===== src/rtl/control_unit_pkg.sv =====
// Shared definitions for the multi-cycle controller: opcodes, FSM state codes,
// ALU select codes, widths and the Moore output decode.
package control_unit_pkg;

  localparam int PC_WIDTH    = 5;
  localparam int INSTR_WIDTH = 16;
  localparam int DADDR_WIDTH = 8;
  localparam int RADDR_WIDTH = 4;
  localparam int STATE_WIDTH = 4;
  localparam int ALU_WIDTH   = 3;

  // Opcodes carried in IR[15:12]
  localparam logic [3:0] OP_NOOP  = 4'h0;
  localparam logic [3:0] OP_STORE = 4'h1;
  localparam logic [3:0] OP_LOAD  = 4'h2;
  localparam logic [3:0] OP_ADD   = 4'h3;
  localparam logic [3:0] OP_SUB   = 4'h4;
  localparam logic [3:0] OP_HALT  = 4'h5;

  // FSM state codes, exported on the State port
  typedef enum logic [STATE_WIDTH-1:0] {
    S_INIT   = 4'd0,
    S_FETCH  = 4'd1,
    S_DECODE = 4'd2,
    S_NOOP   = 4'd3,
    S_LOAD_A = 4'd4,
    S_LOAD_B = 4'd5,
    S_STORE  = 4'd6,
    S_ADD    = 4'd7,
    S_SUB    = 4'd8,
    S_HALT   = 4'd9
  } state_t;

  // ALU operation selects
  localparam logic [ALU_WIDTH-1:0] ALU_ZERO = 3'b000;
  localparam logic [ALU_WIDTH-1:0] ALU_ADD  = 3'b001;
  localparam logic [ALU_WIDTH-1:0] ALU_SUB  = 3'b010;

  // Bundle of every datapath control driven by the controller
  typedef struct packed {
    logic [DADDR_WIDTH-1:0] d_addr;
    logic                   d_wr;
    logic                   rf_s;
    logic [RADDR_WIDTH-1:0] rf_w_addr;
    logic                   rf_w_en;
    logic [RADDR_WIDTH-1:0] rf_ra_addr;
    logic [RADDR_WIDTH-1:0] rf_rb_addr;
    logic [ALU_WIDTH-1:0]   alu_s0;
  } ctrl_t;

  localparam ctrl_t CTRL_IDLE = '{
    d_addr:     8'h00,
    d_wr:       1'b0,
    rf_s:       1'b0,
    rf_w_addr:  4'h0,
    rf_w_en:    1'b0,
    rf_ra_addr: 4'h0,
    rf_rb_addr: 4'h0,
    alu_s0:     3'b000
  };

  // Moore decode: controls for a given state and the IR operand fields [11:0].
  // Anything not named for a state stays 0; illegal codes decode to idle.
  function automatic ctrl_t decode_ctrl(input state_t st, input logic [11:0] fld);
    ctrl_t c;
    c = CTRL_IDLE;
    case (st)
      S_LOAD_A: begin
        c.d_addr = fld[11:4];
      end
      S_LOAD_B: begin
        c.d_addr    = fld[11:4];
        c.rf_s      = 1'b1;
        c.rf_w_addr = fld[3:0];
        c.rf_w_en   = 1'b1;
      end
      S_STORE: begin
        c.d_addr     = fld[7:0];
        c.rf_ra_addr = fld[11:8];
        c.d_wr       = 1'b1;
      end
      S_ADD: begin
        c.rf_ra_addr = fld[11:8];
        c.rf_rb_addr = fld[7:4];
        c.rf_w_addr  = fld[3:0];
        c.rf_w_en    = 1'b1;
        c.alu_s0     = ALU_ADD;
      end
      S_SUB: begin
        c.rf_ra_addr = fld[11:8];
        c.rf_rb_addr = fld[7:4];
        c.rf_w_addr  = fld[3:0];
        c.rf_w_en    = 1'b1;
        c.alu_s0     = ALU_SUB;
      end
      default: begin
        c = CTRL_IDLE;
      end
    endcase
    return c;
  endfunction

endpackage


===== src/rtl/control_unit_pc_ir_reg.sv =====
// Program counter and instruction register. Both load only on a fetch;
// the PC wraps silently at 2^PC_W.
module pc_ir_reg
  import control_unit_pkg::*;
#(
  parameter int PC_W = PC_WIDTH,
  parameter int IW   = INSTR_WIDTH
) (
  input  logic            Clk,
  input  logic            Reset,
  input  logic            load_en,
  input  logic [IW-1:0]   instr_in,
  output logic [PC_W-1:0] pc_out,
  output logic [IW-1:0]   ir_out
);

  logic [PC_W-1:0] pc_r;
  logic [IW-1:0]   ir_r;

  // Capture the instruction and advance the PC at the end of a fetch cycle
  always_ff @(posedge Clk or posedge Reset) begin
    if (Reset) begin
      pc_r <= {PC_W{1'b0}};
      ir_r <= {IW{1'b0}};
    end else if (load_en) begin
      pc_r <= pc_r + {{(PC_W-1){1'b0}}, 1'b1};
      ir_r <= instr_in;
    end else begin
      pc_r <= pc_r;
      ir_r <= ir_r;
    end
  end

  assign pc_out = pc_r;
  assign ir_out = ir_r;

endmodule


===== src/rtl/control_unit.sv =====
// Multi-cycle controller for the 16-bit datapath: owns PC, IR and the control
// FSM, and drives every datapath select/enable/address as a Moore output.
module control_unit
  import control_unit_pkg::*;
#(
  parameter int PC_W = PC_WIDTH,
  parameter int IW   = INSTR_WIDTH,
  parameter int DA_W = DADDR_WIDTH,
  parameter int RA_W = RADDR_WIDTH
) (
  input  logic            Clk,
  input  logic            Reset,
  input  logic [IW-1:0]   Instr_in,
  output logic [PC_W-1:0] PC_addr,
  output logic [IW-1:0]   IR_out,
  output logic [3:0]      State,
  output logic [DA_W-1:0] D_addr,
  output logic            D_wr,
  output logic            RF_s,
  output logic [RA_W-1:0] RF_W_addr,
  output logic            RF_W_en,
  output logic [RA_W-1:0] RF_Ra_addr,
  output logic [RA_W-1:0] RF_Rb_addr,
  output logic [2:0]      ALU_s0
);

  state_t          state_r;
  state_t          state_next_s;
  ctrl_t           ctrl_r;
  logic [PC_W-1:0] pc_s;
  logic [IW-1:0]   ir_s;
  logic            fetch_s;

  assign fetch_s = (state_r == S_FETCH);

  pc_ir_reg #(
    .PC_W(PC_W),
    .IW  (IW)
  ) u_pc_ir (
    .Clk     (Clk),
    .Reset   (Reset),
    .load_en (fetch_s),
    .instr_in(Instr_in),
    .pc_out  (pc_s),
    .ir_out  (ir_s)
  );

  // State register; reset lands in Init from anywhere, mid-instruction included
  always_ff @(posedge Clk or posedge Reset) begin
    if (Reset) begin
      state_r <= S_INIT;
    end else begin
      state_r <= state_next_s;
    end
  end

  // Next-state logic; opcodes outside the defined set run as NOOP and any
  // illegal state code falls back to Init
  always_comb begin
    state_next_s = S_INIT;
    case (state_r)
      S_INIT:   state_next_s = S_FETCH;
      S_FETCH:  state_next_s = S_DECODE;
      S_DECODE: begin
        case (ir_s[15:12])
          OP_NOOP:  state_next_s = S_NOOP;
          OP_STORE: state_next_s = S_STORE;
          OP_LOAD:  state_next_s = S_LOAD_A;
          OP_ADD:   state_next_s = S_ADD;
          OP_SUB:   state_next_s = S_SUB;
          OP_HALT:  state_next_s = S_HALT;
          default:  state_next_s = S_NOOP;
        endcase
      end
      S_NOOP:   state_next_s = S_FETCH;
      S_STORE:  state_next_s = S_FETCH;
      S_ADD:    state_next_s = S_FETCH;
      S_SUB:    state_next_s = S_FETCH;
      S_LOAD_A: state_next_s = S_LOAD_B;
      S_LOAD_B: state_next_s = S_FETCH;
      S_HALT:   state_next_s = S_HALT;
      default:  state_next_s = S_INIT;
    endcase
  end

  // Control outputs are registered from the upcoming state. IR only changes
  // on the edge leaving Fetch, whose successor (Decode) drives nothing, so the
  // current IR is always the one the upcoming state will see.
  always_ff @(posedge Clk or posedge Reset) begin
    if (Reset) begin
      ctrl_r <= CTRL_IDLE;
    end else begin
      ctrl_r <= decode_ctrl(state_next_s, ir_s[11:0]);
    end
  end

  assign PC_addr    = pc_s;
  assign IR_out     = ir_s;
  assign State      = state_r;
  assign D_addr     = ctrl_r.d_addr;
  assign D_wr       = ctrl_r.d_wr;
  assign RF_s       = ctrl_r.rf_s;
  assign RF_W_addr  = ctrl_r.rf_w_addr;
  assign RF_W_en    = ctrl_r.rf_w_en;
  assign RF_Ra_addr = ctrl_r.rf_ra_addr;
  assign RF_Rb_addr = ctrl_r.rf_rb_addr;
  assign ALU_s0     = ctrl_r.alu_s0;

endmodule


===== config.mk =====
export PLATFORM = sky130hd
export DESIGN_NAME = control_unit
export DESIGN_NICKNAME = d
export VERILOG_FILES = /design/src/rtl/control_unit_pkg.sv /design/src/rtl/control_unit_pc_ir_reg.sv /design/src/rtl/control_unit.sv
export SDC_FILE = /design/constraint.sdc
export NUM_CORES = 1
export LEC_CHECK = 0
export BUFFER_PORTS_ARGS = -buffer_cell sky130_fd_sc_hd__buf_4
export CELL_PAD_IN_SITES_DETAIL_PLACEMENT = 0
export CELL_PAD_IN_SITES_GLOBAL_PLACEMENT = 1
export CORE_MARGIN = 4
export CORE_UTILIZATION = 24
export DETAILED_ROUTE_END_ITERATION = 10
export PLACE_DENSITY_LB_ADDON = 0.15
export SKIP_LAST_GASP = 1
export SLEW_MARGIN = 20
export SYNTH_ARGS = -nofsm -noshare
export SYNTH_HDL_FRONTEND = slang
export SYNTH_SLANG_ARGS = --single-unit

===== constraint.sdc =====
create_clock -name Clk -period 2.05 [get_ports Clk]
set_clock_uncertainty 0.1 [all_clocks]
set_input_delay 0.41 -clock Clk [delete_from_list [all_inputs] [get_ports Clk]]
set_output_delay 0.41 -clock Clk [all_outputs]
set_load 0.02 [all_outputs]

# [Yosys cells after proc, flatten, opt, wreduce, memory -nomap -nowiden]
# Cells that the tools add are included.
[classes] addsub=1 eq_ne=19 muxes=8 n_reduce_logical=5
[ops] cell="== test 4 x 3 -> 1 bit, second input constant" n=10
[ops] cell="one-hot mux 4 bit (5 select lines)" n=2
[ops] cell="== test 4 x 2 -> 1 bit, second input constant" n=4
[ops] cell="one-hot mux 8 bit (2 select lines)" n=1
[ops] cell="one-hot mux 7 bit (2 select lines)" n=1
[ops] cell="== test 4 bit, second input constant" n=3
[ops] cell="== test 4 x 1 -> 1 bit, second input constant" n=2
[ops] cell="OR reduction 3 bit" n=2
[ops] cell="OR reduction 6 bit" n=1
[ops] cell="adder 5 x 1 -> 5 bit, second input constant" n=1
[ops] cell="two-way mux 5 bit" n=1
[ops] cell="logical NOT 4 bit" n=1
[ops] cell="two-way mux 4 bit" n=1
[ops] cell="two-way mux 1 bit" n=2
[ops] cell="OR reduction 2 bit" n=1
[word_totals] register_bits=51 output_inout_bits=51 word_cells=44

# [Logic depth before layout (Yosys ltp)]
[depth] ltp_word=6 mapped_depth=5 mapped_depth_nobuf=4

# [Cells and area by module]
# Synthesis repeated with hierarchy kept, for this count alone.
[hier_totals] hier_cells=140 area_unflattened_um2=1960.6
[by_module_without_submodules] mod="control_unit" n_inst=1 cells_each=91 area_each_um2=1153.6 seq_area_each_um2=725.7
[by_module_without_submodules] mod="pc_ir_reg" n_inst=1 cells_each=49 area_each_um2=807.0 seq_area_each_um2=525.5

# [Worst setup path after synthesis]
# OpenSTA, ideal clock, no wires.
[synth_path] kind="register to register" from="register state_r[1] (netlist: State[1])" to="register u_pc_ir.ir_r[15] (netlist: u_pc_ir.ir_out[15])" setup_time_ns=0.117 arrival_time_ns=1.652 path_slack_ns=0.181 path_stages_with_launch=6 period_less_slack_ns=1.869 cell_sequence="dfrtp_1 > or4b_4 > clkbuf_1 > clkbuf_1 > nand2_1 > nand2_1"
[synth_via] elab_chain_len=1
[synth_lines] item="from (decl)" line="control_unit.sv:27" text="state_t state_r;"
[synth_lines] item="from (signal assigned)" line="control_unit.sv:53" text="state_r <= state_next_s;"
[synth_lines] item="== test 4 x 1 -> 1 bit" line="control_unit.sv:34" text="assign fetch_s = (state_r == S_FETCH);"
[synth_lines] item="to (signal assigned)" line="control_unit_pc_ir_reg.sv:24" text="ir_r <= {IW{1'b0}};"
[synth_lines] item="to (signal assigned)" line="control_unit_pc_ir_reg.sv:27" text="ir_r <= instr_in;"
[synth_lines] item="to (signal assigned)" line="control_unit_pc_ir_reg.sv:30" text="ir_r <= ir_r;"
[synth_lines] item="to (decl)" line="control_unit_pc_ir_reg.sv:18" text="logic [IW-1:0] ir_r;"
# Every way passes these cells.
# A chain may end at the register's enable or synchronous reset.

# [Final worst setup path]
[layout_path] from="register state_r[0] (netlist: State[0])" to="register ctrl_r (netlist bit D_addr[6])"
[layout_via] elab_chain_len=6 elab_cells_between_ends=17 classes_between="eq/ne (12); mux (2); reduce/logical (3)"
[layout_lines] item="== test 4 x 3 -> 1 bit (tied with other cells)" line="control_unit.sv:61" text="case (state_r)"
[layout_lines] item="OR reduction 6 bit (no source line)"
[layout_lines] item="one-hot mux 4 bit (5 select lines) (*)" line="control_unit.sv:61"
[layout_lines] item="== test 4 x 3 -> 1 bit" line="control_unit_pkg.sv:67" text="case (st)"
[layout_lines] item="OR reduction 2 bit (no source line)"
[layout_lines] item="one-hot mux 8 bit (2 select lines) (*)" line="control_unit_pkg.sv:67"
[layout_lines] item="to (signal assigned)" line="control_unit.sv:93" text="ctrl_r <= decode_ctrl(state_next_s, ir_s[11:0]);"
[layout_lines] item="to (decl)" line="control_unit.sv:29" text="ctrl_t ctrl_r;"
# Mark *: on every way between the ends. The rest lies on a longest branch, timed or not.

==> results.txt <==
status: finished, final reports clean
unique cell type count in the Yosys netlist: 36
startpoint type of the worst setup path: flip-flop
largest net degree at the start of global routing: 35
Arrival @ worst endpoint: 2.04 ns
Std-Cell Rows: 33
FF/Latch Area: 0.00125 mm2
via count: 1,529
share of layout cells above drive strength 1: 0.357
clk slew on worst S/H paths: 0.10 ns
IR drop worst, VDD: 642 uV
crit path capture type: flip-flop
Flop pwr share: 0.389
yosys warns: 0
first-pass GRT wire length: 8710 um
Die Span Y: 99.6 um
most frequent cells in the layout: buf_4, nand2_1, dfrtp_1
drt drc: 0
part of the cycle the worst path needs: 0.926
CTS Buf Count: 5
final setup TNS: 0 ns
CP required: 2.19 ns
grt total ovfl: 0
post-synth top area cell: dfrtp_1
critical path cell sequence: or4b_4 -> o31ai_4 -> a22o_1
Static Leak: 1.47 nW
initial drt markers: 57
CTS root buf: clkbuf_8
Min Clock Period, post-route: 1.90 ns
Max FO, Critical Path: 9
most common cell after layout, fill and taps aside: buf_4
Clk network pwr share: 0.166
Final Setup Violations: 0
CP peak stage delay: 0.61 ns
gr usage total: 0.112
Sw Pwr: 1.86 mW
Max Slew Vio Count: 0
initial antenna violation count: 0
CTS tree: done
Mapped Cells: 181
synthesized flop and latch total: 50
Crit path max-delay family: compound AO/OA/AOI/OAI gates
clock sinks: 50
Crit path buffers/inverters: 0
post-cts sizing count: 0
CTS Buffer Depth: 2
synth top area cells: dfrtp_1, nand2_1, a22o_1, and3_1, xnor2_1
Worst Setup SP: State[0]
number of top-level pins: 69
Via density: 4.25
# H-tree levels: 2
switching share of power: 0.431
placer congestion estimate: 0.715
max frequency: 527 MHz
max cap viols: 0
area occupied by multi-input gates: 711 um2
n_diodes: 0
CP Class: flip-flop to flip-flop
Final nets: 273
Net Count, Synth: 200
Die W: 99.6 um
Post-Syn Area per Cell: 11.1 um2
post-synthesis sequential area ratio: 0.621
Crit-path slowest cell: or4b_4
die area: 0.00993 mm2
Routed WL: 5290 um
FF-to-FF Start: State[0]
wire length per cell: 14.7 um
core area: 0.00818 mm2
DRT Pass-1 Iters: 4
post-synth top area share: 0.621
FILL cells: 876
worst-skew pair later-pin latency: 0.30 ns
Area Overhead vs Synth: 39.7%
total chip power: 4.32 mW
Hold Path Class: input pin to flip-flop
Int Power: 2.46 mW
Port Buffers: 67
Worst Min Path Start: Instr_in[3]
RSZ-0062 raised after global routing: no
Final ANT Viol Nets: 0
Netlist Area Pre-Place: 0.00202 mm2
vias in the first global route: 1,606
Fin. Hold Viols: 0
Post-DP HPWL: 3870 um
power share of the combinational group: 0.445
Initial Util: 0.247
Power Dens Cells: 1540 mW/mm2
-- area by class of cell --
class / instances / area share
Sequential cell: 50 / 0.444
Clock inverter: 3 / 0.0169
Tap cell: 105 / 0.0467
Inverter: 4 / 0.00533
Timing Repair Buffer: 75 / 0.210
Multi-Input combinational cell: 118 / 0.252
Clock buffer: 5 / 0.0244
-- cell families (layout without fill, tap and decap cells) --
family,Yosys count,after routing,synth area share
other cells,1,1,0.00186
buf+inv,13,87,0.0267
xor+xnor,5,5,0.0217
compound gates,25,25,0.101
simple gates,86,86,0.222
fa+ha+maj,1,1,0.00621
flops,50,50,0.621
-- worst paths after layout --
check | endpoint | slack [ns] | depth (start not counted)
hold / removal | u_pc_ir.ir_out[3] | 0.19 | 3
hold reg to reg | u_pc_ir.pc_out[4] | 0.38 | 1
max in group asynchronous | RF_Ra_addr[1] | 0.81 | 4
min in group asynchronous | u_pc_ir.ir_out[15] | 0.55 | 3
setup reg to reg | D_addr[6] | 0.15 | 3
setup / recovery | D_addr[6] | 0.15 | 3
-- power by group through the flow --
stage	Sequential, mW	Clock (mW)	Combinational (mW)
after global routing	1.75	0.785	2.13
after CTS	1.69	0.749	1.95
after detailed placement	1.70	0	1.95
after global placement	1.71	0	1.94
final	1.68	0.718	1.92
after floorplan	1.88	0	0.905
-- registers in the layout, summed over array words and instances, names as in the netlist, 2 cells and up --
signal          count
ALU_s0              2
D_addr              8
State               4
RF_W_addr           4
u_pc_ir.ir_out     16
u_pc_ir.pc_out      5
RF_Rb_addr          4
RF_Ra_addr          4
-- metrics by stage --
stage / cells / area, um2 / setup WS (ns) / hold WS [ns] / utilization
after global routing: 360 / 2820 / 0.0658 / 0.172 / 0.344
after global placement: 350 / 2670 / 0.132 / 0.336 / 0.326
final: 360 / 2820 / 0.151 / 0.190 / 0.344
after floorplan: 181 / 2020 / 0.181 / 0.415 / -
after CTS: 359 / 2800 / 0.0658 / 0.177 / 0.342
after detailed placement: 350 / 2670 / 0.0944 / 0.331 / 0.326
-- cells in the mapped netlist, drive strengths merged --
library cell   n
a21oi          4
a22o           8
a22oi          1
a311oi         1
and2           1
and3           9
buf            2
clkbuf         7
conb           1
dfrtp         50
ha             1
inv            4
nand2         53
nand2b         2
nand3b         2
nand4          2
nor2           5
nor2b          4
nor4           1
nor4b          3
o211a          1
o211ai         1
o21ai          7
o22ai          1
o31ai          1
or4            1
or4b           3
xnor2          4
xor2           1
-- per-layer routing --
metal / track usage / wire, um / vias to the layer above / part of all wire
met2: 0.163 / 2270 / 50 / 0.43
li1: - / - / 755 / -
met4: 0.0347 / 68 / 0 / 0.013
met1: 0.158 / 2580 / 718 / 0.49
met3: 0.0372 / 378 / 6 / 0.071
met5: 0 / 0 / - / 0
-- timing repair --
item | in CTS | in global routing
hold buffers | 1 | 0
setup buffers | 0 | 1
setup endpoints to repair | 0 | 8
hold endpoints to repair | 12 | 0
-- tightest hold or removal path: cells and delay by family --
family                 cells  cell delay, ns
AND/OR/NAND/NOR            2            0.08
buffers and inverters      1            0.08
No activity file was read; power rests on OpenSTA's default activity.
